## config.mk

```make
export PLATFORM = sky130hd
export DESIGN_NAME = spi_flash_reader
export DESIGN_NICKNAME = d
export VERILOG_FILES = /design/src/rtl/spi_flash_reader.sv
export SDC_FILE = /design/constraint.sdc
export NUM_CORES = 1
export LEC_CHECK = 0
export CAP_MARGIN = 25
export CELL_PAD_IN_SITES_DETAIL_PLACEMENT = 0
export CELL_PAD_IN_SITES_GLOBAL_PLACEMENT = 1
export CORE_MARGIN = 1.5
export CORE_UTILIZATION = 48
export DETAILED_ROUTE_END_ITERATION = 7
export GPL_TIMING_DRIVEN = 0
export PLACE_DENSITY = 0.91
export SKIP_CTS_REPAIR_TIMING = 1
export SLEW_MARGIN = 10
export SYNTH_ARGS = -nofsm -noshare
export SYNTH_HDL_FRONTEND = slang
export SYNTH_SLANG_ARGS = --single-unit
```

## constraint.sdc

```tcl
create_clock -name clk -period 6.1 [get_ports clk]
set_input_delay 0.915 -clock clk [delete_from_list [all_inputs] [get_ports clk]]
set_output_delay 0.915 -clock clk [all_outputs]
set_load 0.01 [all_outputs]
```

## src/rtl/spi_flash_reader.sv

```systemverilog
// spi_flash_reader
//   Reads one 32-bit word from a serial NOR flash using the 0x03 READ command
//   in SPI mode 0. A request is accepted in IDLE, the command byte and the
//   24-bit address go out MSB first, and then 32 data bits come back. Each
//   received byte arrives MSB first, and the first byte ends up in the least
//   significant byte of rsp_data.
//
//   state | meaning
//   IDLE  | req_ready high, waiting for req_valid
//   CMD   | shifting out the 8-bit READ command
//   ADDR  | shifting out the 24-bit address
//   DATA  | sampling 32 bits from spi_miso
//   GAP   | chip select high for CLK_DIV cycles before the next request
//
// Ports
//   clk, rst             single clock, asynchronous active-high reset
//   req_valid/req_ready  request handshake; req_addr is captured on accept
//   req_addr[23:0]       flash byte address, sent unmodified
//   rsp_valid            one-cycle pulse, rsp_data valid (held until the next pulse)
//   rsp_data[31:0]       read word, little-endian byte order
//   spi_cs_n/sck/mosi    flash interface outputs, all registered
//   spi_miso             flash serial data, sampled on SCK rising edges
module spi_flash_reader #(
  parameter int unsigned CLK_DIV = 2
) (
  input  logic        clk,
  input  logic        rst,
  input  logic        req_valid,
  output logic        req_ready,
  input  logic [23:0] req_addr,
  output logic        rsp_valid,
  output logic [31:0] rsp_data,
  output logic        spi_cs_n,
  output logic        spi_sck,
  output logic        spi_mosi,
  input  logic        spi_miso
);

  localparam logic [7:0] CMD_READ  = 8'h03;
  localparam logic [7:0] HALF_LOAD = 8'(CLK_DIV - 1);
  localparam logic [5:0] LAST_BIT  = 6'd63;

  typedef enum logic [2:0] {IDLE, CMD, ADDR, DATA, GAP} state_t;

  state_t      state_q;
  logic [7:0]  cnt_q;        // half-period down-counter, also times GAP
  logic [5:0]  bit_q;        // index of the SCK pulse in progress, 0..63
  logic [31:0] tx_q;         // command + address; bit 31 is on spi_mosi
  logic [31:0] rx_q;
  logic        req_ready_q;
  logic        rsp_valid_q;
  logic [31:0] rsp_data_q;
  logic        cs_n_q;
  logic        sck_q;
  logic        mosi_q;

  logic [5:0]  bit_d;
  logic [31:0] tx_d;
  logic [31:0] rx_d;
  logic [31:0] rsp_data_d;

  assign bit_d = bit_q + 6'd1;
  // Once command and address have shifted out, zeros fill in from the
  // bottom, which keeps spi_mosi low throughout DATA.
  assign tx_d  = {tx_q[30:0], 1'b0};
  assign rx_d  = {rx_q[30:0], spi_miso};
  // The first byte received sits in rx_q[31:24]; swap to little-endian.
  assign rsp_data_d = {rx_q[7:0], rx_q[15:8], rx_q[23:16], rx_q[31:24]};

  always_ff @(posedge clk or posedge rst) begin
    if (rst) begin
      state_q     <= IDLE;
      cnt_q       <= '0;
      bit_q       <= '0;
      tx_q        <= '0;
      rx_q        <= '0;
      req_ready_q <= 1'b0;
      rsp_valid_q <= 1'b0;
      rsp_data_q  <= '0;
      cs_n_q      <= 1'b1;
      sck_q       <= 1'b0;
      mosi_q      <= 1'b0;
    end else begin
      rsp_valid_q <= 1'b0;
      unique case (state_q)
        IDLE: begin
          if (req_valid && req_ready_q) begin
            state_q     <= CMD;
            req_ready_q <= 1'b0;
            cs_n_q      <= 1'b0;
            sck_q       <= 1'b0;
            cnt_q       <= HALF_LOAD;
            bit_q       <= '0;
            tx_q        <= {CMD_READ, req_addr};
            mosi_q      <= CMD_READ[7];
          end else begin
            // Also covers the first edge after reset release.
            req_ready_q <= 1'b1;
          end
        end
        CMD, ADDR, DATA: begin
          if (cnt_q != 8'd0) begin
            cnt_q <= cnt_q - 8'd1;
          end else begin
            cnt_q <= HALF_LOAD;
            if (!sck_q) begin
              sck_q <= 1'b1;
              if (state_q == DATA) begin
                rx_q <= rx_d;
              end
            end else begin
              // Falling edge: the only place mosi changes, so it is stable
              // for the whole high phase.
              sck_q <= 1'b0;
              if (bit_q == LAST_BIT) begin
                state_q     <= GAP;
                cs_n_q      <= 1'b1;
                mosi_q      <= 1'b0;
                rsp_valid_q <= 1'b1;
                rsp_data_q  <= rsp_data_d;
              end else begin
                bit_q  <= bit_d;
                tx_q   <= tx_d;
                mosi_q <= tx_d[31];
                if (bit_d == 6'd8) begin
                  state_q <= ADDR;
                end else if (bit_d == 6'd32) begin
                  state_q <= DATA;
                end
              end
            end
          end
        end
        GAP: begin
          if (cnt_q != 8'd0) begin
            cnt_q <= cnt_q - 8'd1;
          end else begin
            state_q     <= IDLE;
            req_ready_q <= 1'b1;
          end
        end
        default: state_q <= IDLE;
      endcase
    end
  end

  assign req_ready = req_ready_q;
  assign rsp_valid = rsp_valid_q;
  assign rsp_data  = rsp_data_q;
  assign spi_cs_n  = cs_n_q;
  assign spi_sck   = sck_q;
  assign spi_mosi  = mosi_q;

endmodule

```

Word level (Yosys, flattened, before mapping):

Cells that the tools add are included.

* bits in registers: 117
* input bits: 28
* output and inout bits: 37
* logic and storage cells: 87

* add/sub/neg operators: 2
* eq/ne operators: 15
* muxes and demuxes: 41
* bitwise logic cells: 2
* reductions and logical operators: 16

Operators by type and width (count)
* 31-bit 2-to-1 mux: 4
* 31-bit case mux with 2 select lines: 1
* 6-bit 2-to-1 mux: 4
* 8-bit 2-to-1 mux: 3
* 8-bit case mux with 3 select lines: 1
* 3-bit 2-to-1 mux: 7
* 1-bit 2-to-1 mux: 15
* 5-bit AND reduction: 3
* 2-bit inequality test, second input constant: 7
* 6-bit equality test, second input constant: 2
* 6-bit case mux with 2 select lines: 1
* 4-bit AND reduction: 3
* 3-bit case mux with 3 select lines: 1
* 1-bit case mux with 2 select lines: 4
* 8-bit nonzero test: 1
* 8-bit by 1-bit subtractor with 8-bit output, second input constant: 1
* 6-bit by 1-bit adder with 6-bit output, second input constant: 1
* 3-bit by 2-bit equality test with 1-bit output, second input constant: 2
* 6-bit by 4-bit equality test with 1-bit output, second input constant: 1
* 3-bit AND reduction: 2
* 4-bit inequality test, second input constant: 1
* 2-bit nonzero test: 2
* 3-bit by 1-bit equality test with 1-bit output, second input constant: 1
* 3-bit equality test, second input constant: 1
* 6 further kinds: 7

Longest topological paths before layout:

Gate-level depths: netlist (run 1).

* word-level depth: 8
* gate-level depth with buffers: 8
* depth with buffers taken out: 6

Least setup slack after synthesis (run 1):

Ideal clock, no wire load.

* kind: input port to flip-flop
* start: input port req_valid
* end: register tx_q[10]
* library setup time: 125 ps
* arrival time: 2196 ps
* data required time: 5975 ps
* setup slack: 3780 ps
* stages on the path: 5
* buffers on the path: 1
* cell sequence: nand4bb_1 > a21oi_1 > o21a_1 > buf_2 > mux2_2

* longest elaborated chain between the ends: 3

Ends and longest elaborated chain
* from (decl): RTL line 28 `input logic req_valid,`
* 1-bit logical AND: RTL line 87 `if (req_valid && req_ready_q) begin`
* 2-bit inequality test (no source line)
* 5-bit AND reduction (no source line)
* to (signal assigned): RTL line 94 `tx_q <= {CMD_READ, req_addr};`
* to (signal assigned): RTL line 123 `tx_q <= tx_d;`
* to (decl): RTL line 48 `logic [31:0] tx_q;`

No other way between the ends.
A chain may end at the register's enable or synchronous reset.

Final worst setup path (run 1):

* start: input port req_valid
* end: register tx_q[2]

Same word-level chain as after synthesis.

==> results of run 1 <==
placed cells by master, fill, tap and decap left out, types with 3 or more instances in the layout:
cell and n:
dfrtp_1 116, nand2_1 76, clkdlybuf4s50_1 64, mux2_2 57
mux2_4 30, clkbuf_16 16, o21ai_0 14, a21oi_1 13
nor2_1 13, buf_2 9, inv_1 9, clkbuf_1 6
or3_1 6, inv_6 5, nor3_1 4, a22o_1 4
bufinv_16 4, nand4_1 3, o22a_1 3, and2_1 3
nand3_1 3, a211oi_1 3, or2_2 3, buf_12 3
ha_1 3, clkinv_4 3
worst max-delay path by stage:
stage | cells past startpoint | end
4_1_cts | 7 | rsp_data[0]
5_1_grt | 7 | rsp_data[9]
3_5_place_dp | 6 | tx_q[17]
6_report | 6 | tx_q[2]
3_3_place_gp | 2 | cnt_q[5]
2_1_floorplan | 1 | bit_q[0]
worst max-delay path, cell delays in order:
cell and delay (ns):
clkdlybuf4s50_1 0.50, nand4bb_1 0.21, a21oi_1 0.57, o21a_1 0.24, buf_2 0.25, mux2_2 0.37
registers in the layout (all words and copies together) (netlist names):
name and cells:
state_q 3, spi_sck 1, bit_q 6, rsp_data 32
rx_q 32, req_ready 1, rsp_valid 1, spi_cs_n 1
tx_q 31, spi_mosi 1, cnt_q 8
power breakdown:
group / leakage [uW] / internal [uW] / switching [uW]
clock: 0.000304 / 680 / 364
combinational: 0.00141 / 21.5 / 18.9
sequential: 0.00158 / 780 / 2.56
total: 0.00329 / 1480 / 385
layer usage:
layer | global-route usage | share of wire
met1 | 0.2575 | 0.47
met2 | 0.3010 | 0.48
met3 | 0.05666 | 0.046
met4 | 0.07049 | 0.0081
met5 | 0 | 0
cell type report:
type	count	area (um^2)
flip-flops and latches	117	2929
clock inverters	13	193.9
repair buffers	65	668.1
plain buffers	19	138.9
well taps	140	175.2
fillers	886	4028
inverters	10	42.54
clock buffers	19	431.7
multi-input cells	286	2233
cell families (layout without fill, tap and decap cells):
logic type	count (synthesis)	count (layout)	share of synthesized area
adder cells (fa/ha/maj)	3	3	0.007031
AND/OR/NAND/NOR	127	127	0.1144
AO/OA/AOI/OAI	66	66	0.08671
buffers and inverters	29	126	0.03304
flip-flops	117	117	0.5486
XOR/XNOR	1	1	0.001641
multiplexers	89	89	0.2086
per-stage QoR:
step	hold WS (ns)	std cells	power (uW)	setup WS, ns
6_report	0.4657	669	1866	3.442
5_1_grt	0.4816	669	1930	3.227
4_1_cts	0.4695	669	1889	3.471
3_5_place_dp	0.4602	637	837.5	2.935
3_3_place_gp	0.4566	636	833.8	0.5272
2_1_floorplan	0.4560	432	811.4	2.086
==> results.json, run 1 <==
{
  "reg2reg_depth": 7,
  "via_count": 3567,
  "cp.required_ns": 6.50,
  "drt-total-wl_mm": 10.32,
  "post_dp_cell_area_mm2": 0.006187,
  "p_leak_uw": 0.003285,
  "r2r_end": "rsp_data[0]",
  "r2r_setup_slack_ns": 3.48,
  "hold_class": "reg2reg",
  "max_freq_mhz": 376.3,
  "yosysWarnings": 0,
  "initial_utilization": 0.4925,
  "post-dp-hpwl_mm": 7.019,
  "vias_per_cell": 5.332,
  "setup_viol": 0,
  "syn_area_mm2": 0.005339,
  "cp.arrival_ns": 3.06,
  "max_cap_viol_count": 0,
  "clk_pin_slew_ns": 0.06,
  "first_pass_iters": 4,
  "post_drt_wl_per_cell_um": 15.43,
  "ir_worst_vdd_mv": 0.1871,
  "synth_area_leader_cell": "dfrtp_1",
  "critPathKind": "in2reg",
  "regToRegStartpoint": "cnt_q[0]",
  "synth_cells": 432,
  "synth_ff_type": "dfrtp_1",
  "first_iter_violations": 153,
  "yosysMostFrequentCell": "dfrtp_1",
  "cts_buffers": 17,
  "drc": 0,
  "postSynthAreaPerCell_um2": 12.36,
  "dieArea_mm2": 0.01176,
  "grt.overflow.total": 0,
  "nets": 547,
  "fin_crit_sh": 0.4357,
  "core_mm2": 0.01084,
  "synth_area_leaders": "dfrtp_1 54%, mux2_2 12%, mux2_4 8.4%",
  "pin_count": 65,
  "relSlewSlack": 0.5782,
  "grt_pass1_wl_mm": 17.53,
  "synth_top_area_frac": 0.5437,
  "row_count": 38,
  "drv_slew": 0,
  "cp-start-kind": "primary input",
  "tightestPinTransition_ns": 0.6290,
  "die_x_um": 108.5,
  "end_kind": "flip-flop",
  "synth.yosys.seq_area_share": 0.5486,
  "finish.instance_area_mm2": 0.006813,
  "tns_ns": 0,
  "grt_pass1_vias": 3608,
  "period_needed_ns": 2.658,
  "antenna_found_initial": 0,
  "synth_seq_cells": 117,
  "ant_nets": 0,
  "area_growth_pct": 27.61,
  "clock_sinks": 117,
  "layout-drive-gt1-share": 0.2741,
  "final_core_util": 0.6285,
  "min_to": "spi_cs_n",
  "io_buffers": 64,
  "async_reset_ff_frac": 1.000,
  "grt.total_usage": 0.1936,
  "die_y_um": 108.5,
  "clk_path_buf_depth": 2,
  "cts_tree": "yes",
  "num_antenna_cells": 0,
  "power_density_mw_per_mm2": 274.0,
  "status": "finished clean",
  "hold_viol": 0,
  "min_path_cells": 2,
  "globalplace.congestion": 0.8662,
  "htreeDepth": 4,
  "crit_start": "req_valid",
  "path_max_fanout": 10,
  "insertion_delay_ns": 0.52,
  "cts_root_buf": "clkbuf_8",
  "yosys.cell_types.count": 62,
  "hp-start": "spi_cs_n",
  "synth_edf_count": 0,
  "clock_skew_ns": 0.01488,
  "grt_max_degree": 62,
  "synth_nets": 463,
  "synthTopCellsByCount": "116 x dfrtp_1, 76 x nand2_1, 57 x mux2_2, 30 x mux2_4, 14 x o21ai_0",
  "rsz0062_at_grt": "false"
}
Power figures use the tool's default switching activity.
==> run 2: changes to the inputs <==
Settings changed: CORE_UTILIZATION 48 to 45, PLACE_DENSITY 0.91 to 0.87.
Clock period 6.1 ns to 2.5 ns, I/O delays scaled along.
==> run 2 against run 1 <==
The flow now finishes with violations (design-rule violations). Via count up 0.84%. Sequential share of layout area down 0.27 points. Power up 140%. Largest cell class unchanged.
==> results.json, run 2 (synthesis gave the netlist of run 1 again) <==
{
  "post_dp_cell_area_mm2": 0.006222,
  "finish.instance_area_mm2": 0.006857,
  "post-dp-hpwl_mm": 7.285,
  "cts_buffers": 17,
  "drt-total-wl_mm": 10.44,
  "final_core_util": 0.5954,
  "nets": 552,
  "hold_viol": 0,
  "clk_pin_slew_ns": 0.05,
  "ir_worst_vdd_mv": 0.5954,
  "core_mm2": 0.01152,
  "crit_slowest_cell": "dfrtp_1",
  "num_antenna_cells": 0,
  "area_growth_pct": 28.43,
  "post_drt_wl_per_cell_um": 15.42,
  "clock_sinks": 117,
  "critPathKind": "reg2reg",
  "dieArea_mm2": 0.01253,
  "crit_path_frequent_cell": "buf_4",
  "row_count": 39,
  "antenna_found_initial": 0,
  "drc": 4,
  "setup_viol": 0,
  "cts_tree": "yes",
  "fin_crit_sh": 0.9629,
  "clock_skew_ns": 0.007082,
  "globalplace.congestion": 0.8278,
  "first_iter_violations": 172,
  "grt.total_usage": 0.1823,
  "dp_cells": 642,
  "hold_class": "in2async",
  "layout-drive-gt1-share": 0.2772,
  "rsz0062_at_grt": "false",
  "cp.required_ns": 2.78,
  "end_kind": "flip-flop",
  "setup_ws_ns": 0.09268,
  "slowest_delay_ns": 0.42,
  "cp.arrival_ns": 2.69,
  "vias_per_cell": 5.313,
  "max_cap_viol_count": 0,
  "grt_pass1_wl_mm": 18.09,
  "status": "complete, but fails checks",
  "instances_no_fill": 677,
  "violations": "design-rule violations",
  "ant_nets": 0,
  "grt.overflow.total": 0,
  "grt_pass1_vias": 3685,
  "pre_cts_slack_ns": -0.1438,
  "die_x_um": 111.9,
  "path_max_fanout": 10,
  "power_density_mw_per_mm2": 657.3,
  "nFillCells": 913,
  "cp-start-kind": "flip-flop",
  "period_needed_ns": 2.407,
  "layout_commonest_cell": "dfrtp_1",
  "tightestPinTransition_ns": 0.6356,
  "first_pass_iters": 8,
  "report.power.total_uw": 4507,
  "grt_max_degree": 41,
  "max_freq_mhz": 415.4,
  "io_buffers": 64,
  "pin_count": 65,
  "clk_path_buf_depth": 2,
  "initial_utilization": 0.4636,
  "relSlewSlack": 0.5753,
  "cts_root_buf": "clkbuf_16",
  "via_count": 3597,
  "insertion_delay_ns": 0.40,
  "p_leak_uw": 0.003307,
  "drv_slew": 0,
  "final_cell_mix": "116 x dfrtp_1, 76 x nand2_1, 64 x clkdlybuf4s50_1",
  "path_cells": "inv_1, ha_1, nor4b_4, buf_4, nand4_1, buf_4, nor2_2, buf_2, mux2_2",
  "die_y_um": 111.9,
  "htreeDepth": 4
}
## run 2: cell count changes in the layout (fill, tap and decap cells not counted), sizes merged
cell / previous run / this run
clkbuf: 24 / 27
clkinv: 4 / 6
buf: 15 / 20
inv: 14 / 9
## run 2: path summary, 6_finish.rpt
path	from	cells past startpoint	slack, ns	end
max	cnt_q[1]	9	0.09	rsp_data[12]
min	rst	2	0.42	rsp_data[24]
max reg2reg	cnt_q[1]	9	0.09	rsp_data[12]
min reg2reg	spi_cs_n	2	0.46	spi_cs_n
max in group asynchronous	rst	4	1.33	cnt_q[6]
min in group clk	spi_cs_n	2	0.46	spi_cs_n
## run 2: final cells by class
cell class              instances  area (um^2)  area share
plain buffers                  19        138.9     0.02026
clock buffers                  22        454.2     0.06624
clock inverters                10        153.9     0.02245
inverters                      10        41.29    0.006022
multi-input cells             286         2237      0.3263
flip-flops and latches        117         2929      0.4272
well taps                     143        178.9     0.02609
repair buffers                 70        723.2      0.1055
## run 2: where the power goes
group	total, uW	switching, uW	leakage (uW)	internal, uW
Clock	2490	806	0.000302	1680
Sequential	1910	6.49	0.00158	1900
Combinational	105	47.4	0.00143	57.3
## run 2: per-stage QoR
step / setup TNS, ns / hold WS, ns
floorplan: 0 / 0.4560
global placement: -47.18 / 0.4542
detailed placement: -5.058 / 0.4617
CTS: -3.040 / 0.4294
global route: 0 / 0.4483
finish: 0 / 0.4176
## run 2: layer usage
metal  share of wire  GRT usage
met4           0.010    0.05128
met5               0          0
met2            0.48     0.2909
met1            0.47     0.2436
met3           0.039    0.05389
## run 2: worst max-delay path, delay by kind of cell (launching register included)
family	cells	cell delay, ns
and+or+nand+nor	3	0.51
adders and majority gates	1	0.18
buffers and inverters	4	0.79
muxes	1	0.37
DFF	1	0.42
==> run 3: changes to the inputs <==
Settings changed: CAP_MARGIN 25 to default, CORE_MARGIN 1.5 to 3.
==> run 3 against run 2 <==
The flow now finishes without violations. Critical path depth decreased by 1. Worst hold slack improved by 0.042 ns. Via count decreased by 1.1%. Sequential share of layout area increased by 0.13 points. Global-route usage decreased by 1.5 points. Maximum frequency increased by 0.80%. Combinational power about the same. First-iteration DRC count unchanged. Wire length about the same. Clock skew increased by 0.0044 ns. Worst setup slack improved by 0.019 ns. Critical path type unchanged. Largest cell class unchanged.
==> results.json, run 3 (synthesis gave the netlist of run 1 again) <==
{
  "path_cells": "inv_1, ha_1, nor4b_4, nand2_2, or4_1, buf_6, buf_12, mux2_4",
  "crit_slowest_cell": "or4_1",
  "cp-start-kind": "flip-flop",
  "first_iter_violations": 172,
  "antenna_found_initial": 0,
  "post_drt_wl_per_cell_um": 15.47,
  "grt_pass1_vias": 3562,
  "grt_pass1_wl_mm": 17.45,
  "layout-drive-gt1-share": 0.2782,
  "io_buffers": 64,
  "nets": 551,
  "dieArea_mm2": 0.01321,
  "layout_commonest_cell": "dfrtp_1",
  "via_count": 3558,
  "grt.overflow.total": 0,
  "end_kind": "flip-flop",
  "dp_cells": 642,
  "drc": 0,
  "max_freq_mhz": 418.7,
  "p_leak_uw": 0.003290,
  "clock_skew_ns": 0.01148,
  "power.internal_uw": 3564,
  "tightestPinTransition_ns": 0.7832,
  "final_cell_mix": "116 x dfrtp_1, 76 x nand2_1, 64 x clkdlybuf4s50_1",
  "post-dp-hpwl_mm": 7.301,
  "row_count": 39,
  "die_y_um": 114.9,
  "pwr-share-comb": 0.024,
  "globalplace.congestion": 0.8192,
  "critPathKind": "reg2reg",
  "p_sw_uw": 869.5,
  "max_cap_viol_count": 0,
  "power_density_mw_per_mm2": 648.6,
  "ant_nets": 0,
  "relSlewSlack": 0.4768,
  "first_pass_iters": 5,
  "clk_path_buf_depth": 2,
  "core_mm2": 0.01152,
  "ir_worst_vdd_mv": 0.4379,
  "pin_count": 65,
  "critical_path.top_delay_family": "simple AND/OR/NAND/NOR gates",
  "grt_max_degree": 38,
  "drv_slew": 0,
  "hold_class": "in2async",
  "setup_viol": 0,
  "grt.total_usage": 0.1671,
  "p_sw_frac": 0.1961,
  "num_antenna_cells": 0,
  "period_needed_ns": 2.388,
  "slowest_delay_ns": 0.51,
  "initial_utilization": 0.4636,
  "p_seq_frac": 0.431,
  "drt-total-wl_mm": 10.44,
  "die_x_um": 114.9,
  "rsz0062_at_grt": "false",
  "area_growth_pct": 28.05,
  "p_clk_frac": 0.546,
  "status": "finished clean",
  "cp.required_ns": 2.78,
  "clk_pin_slew_ns": 0.05,
  "final_core_util": 0.5937,
  "cp.arrival_ns": 2.67,
  "cts_buffers": 17,
  "cts_tree": "yes",
  "fin_crit_sh": 0.9553,
  "clock_sinks": 117,
  "insertion_delay_ns": 0.41,
  "worst-path-buf-inv": 3,
  "cts_root_buf": "clkbuf_16",
  "hold_viol": 0,
  "instances_no_fill": 675,
  "path_max_fanout": 10,
  "htreeDepth": 4,
  "vias_per_cell": 5.271
}
[run 3: per-stage QoR]
| step | worst slack [ns] | total power [uW] | area [um^2] | hold slack, ns | setup TNS [ns] |
|---|---|---|---|---|---|
| global placement | -0.3768 | 2036 | 6162 | 0.4546 | -45.89 |
| CTS | -0.07728 | 4480 | 6813 | 0.4743 | -1.542 |
| floorplan | 0.3324 | 1980 | 5343 | 0.4560 | 0 |
| global route | 0.01068 | 4570 | 6837 | 0.5056 | 0 |
| finish | 0.1117 | 4434 | 6837 | 0.4592 | 0 |
| detailed placement | -0.1511 | 2049 | 6222 | 0.4590 | -3.488 |
[run 3: layer usage]
metal,up-vias,wire [um],GRT usage,part of all wire
met5,-,0,0,0
met4,0,91,0.05556,0.0087
met1,1750,4814,0.2223,0.46
met3,11,440,0.04895,0.042
met2,77,5093,0.2639,0.49
li1,1720,-,-,-
[run 3: area by class of cell]
cell class                      count  area [um^2]
Buffer                             19        138.9
Tap cell                          143        178.9
Fill cell                         919         4679
Clock inverter                     10        130.1
Clock buffer                       21        460.4
Sequential cell                   117         2929
Timing Repair Buffer               69        715.7
Multi-Input combinational cell    286         2242
Inverter                           10        41.29
[run 3: power by group through the flow]
stage                     combinational (uW)  sequential (uW)  clock, uW
after global routing                     115             1910       2540
after global placement                  93.8             1940          0
after floorplan                         40.1             1940          0
after CTS                                109             1910       2460
final                                    105             1910       2420
after detailed placement                 107             1940          0
[run 3: final timing paths]
| path | start | endpoint | slack, ns | cells after the start |
|---|---|---|---|---|
| setup reg to reg | cnt_q[0] | rx_q[24] | 0.11 | 8 |
| max in group asynchronous | rst | spi_cs_n | 1.18 | 4 |
| setup / recovery | cnt_q[0] | rx_q[24] | 0.11 | 8 |
| min in group clk | spi_cs_n | spi_cs_n | 0.47 | 2 |
| hold reg to reg | spi_cs_n | spi_cs_n | 0.47 | 2 |
| hold / removal | rst | rsp_data[28] | 0.46 | 2 |
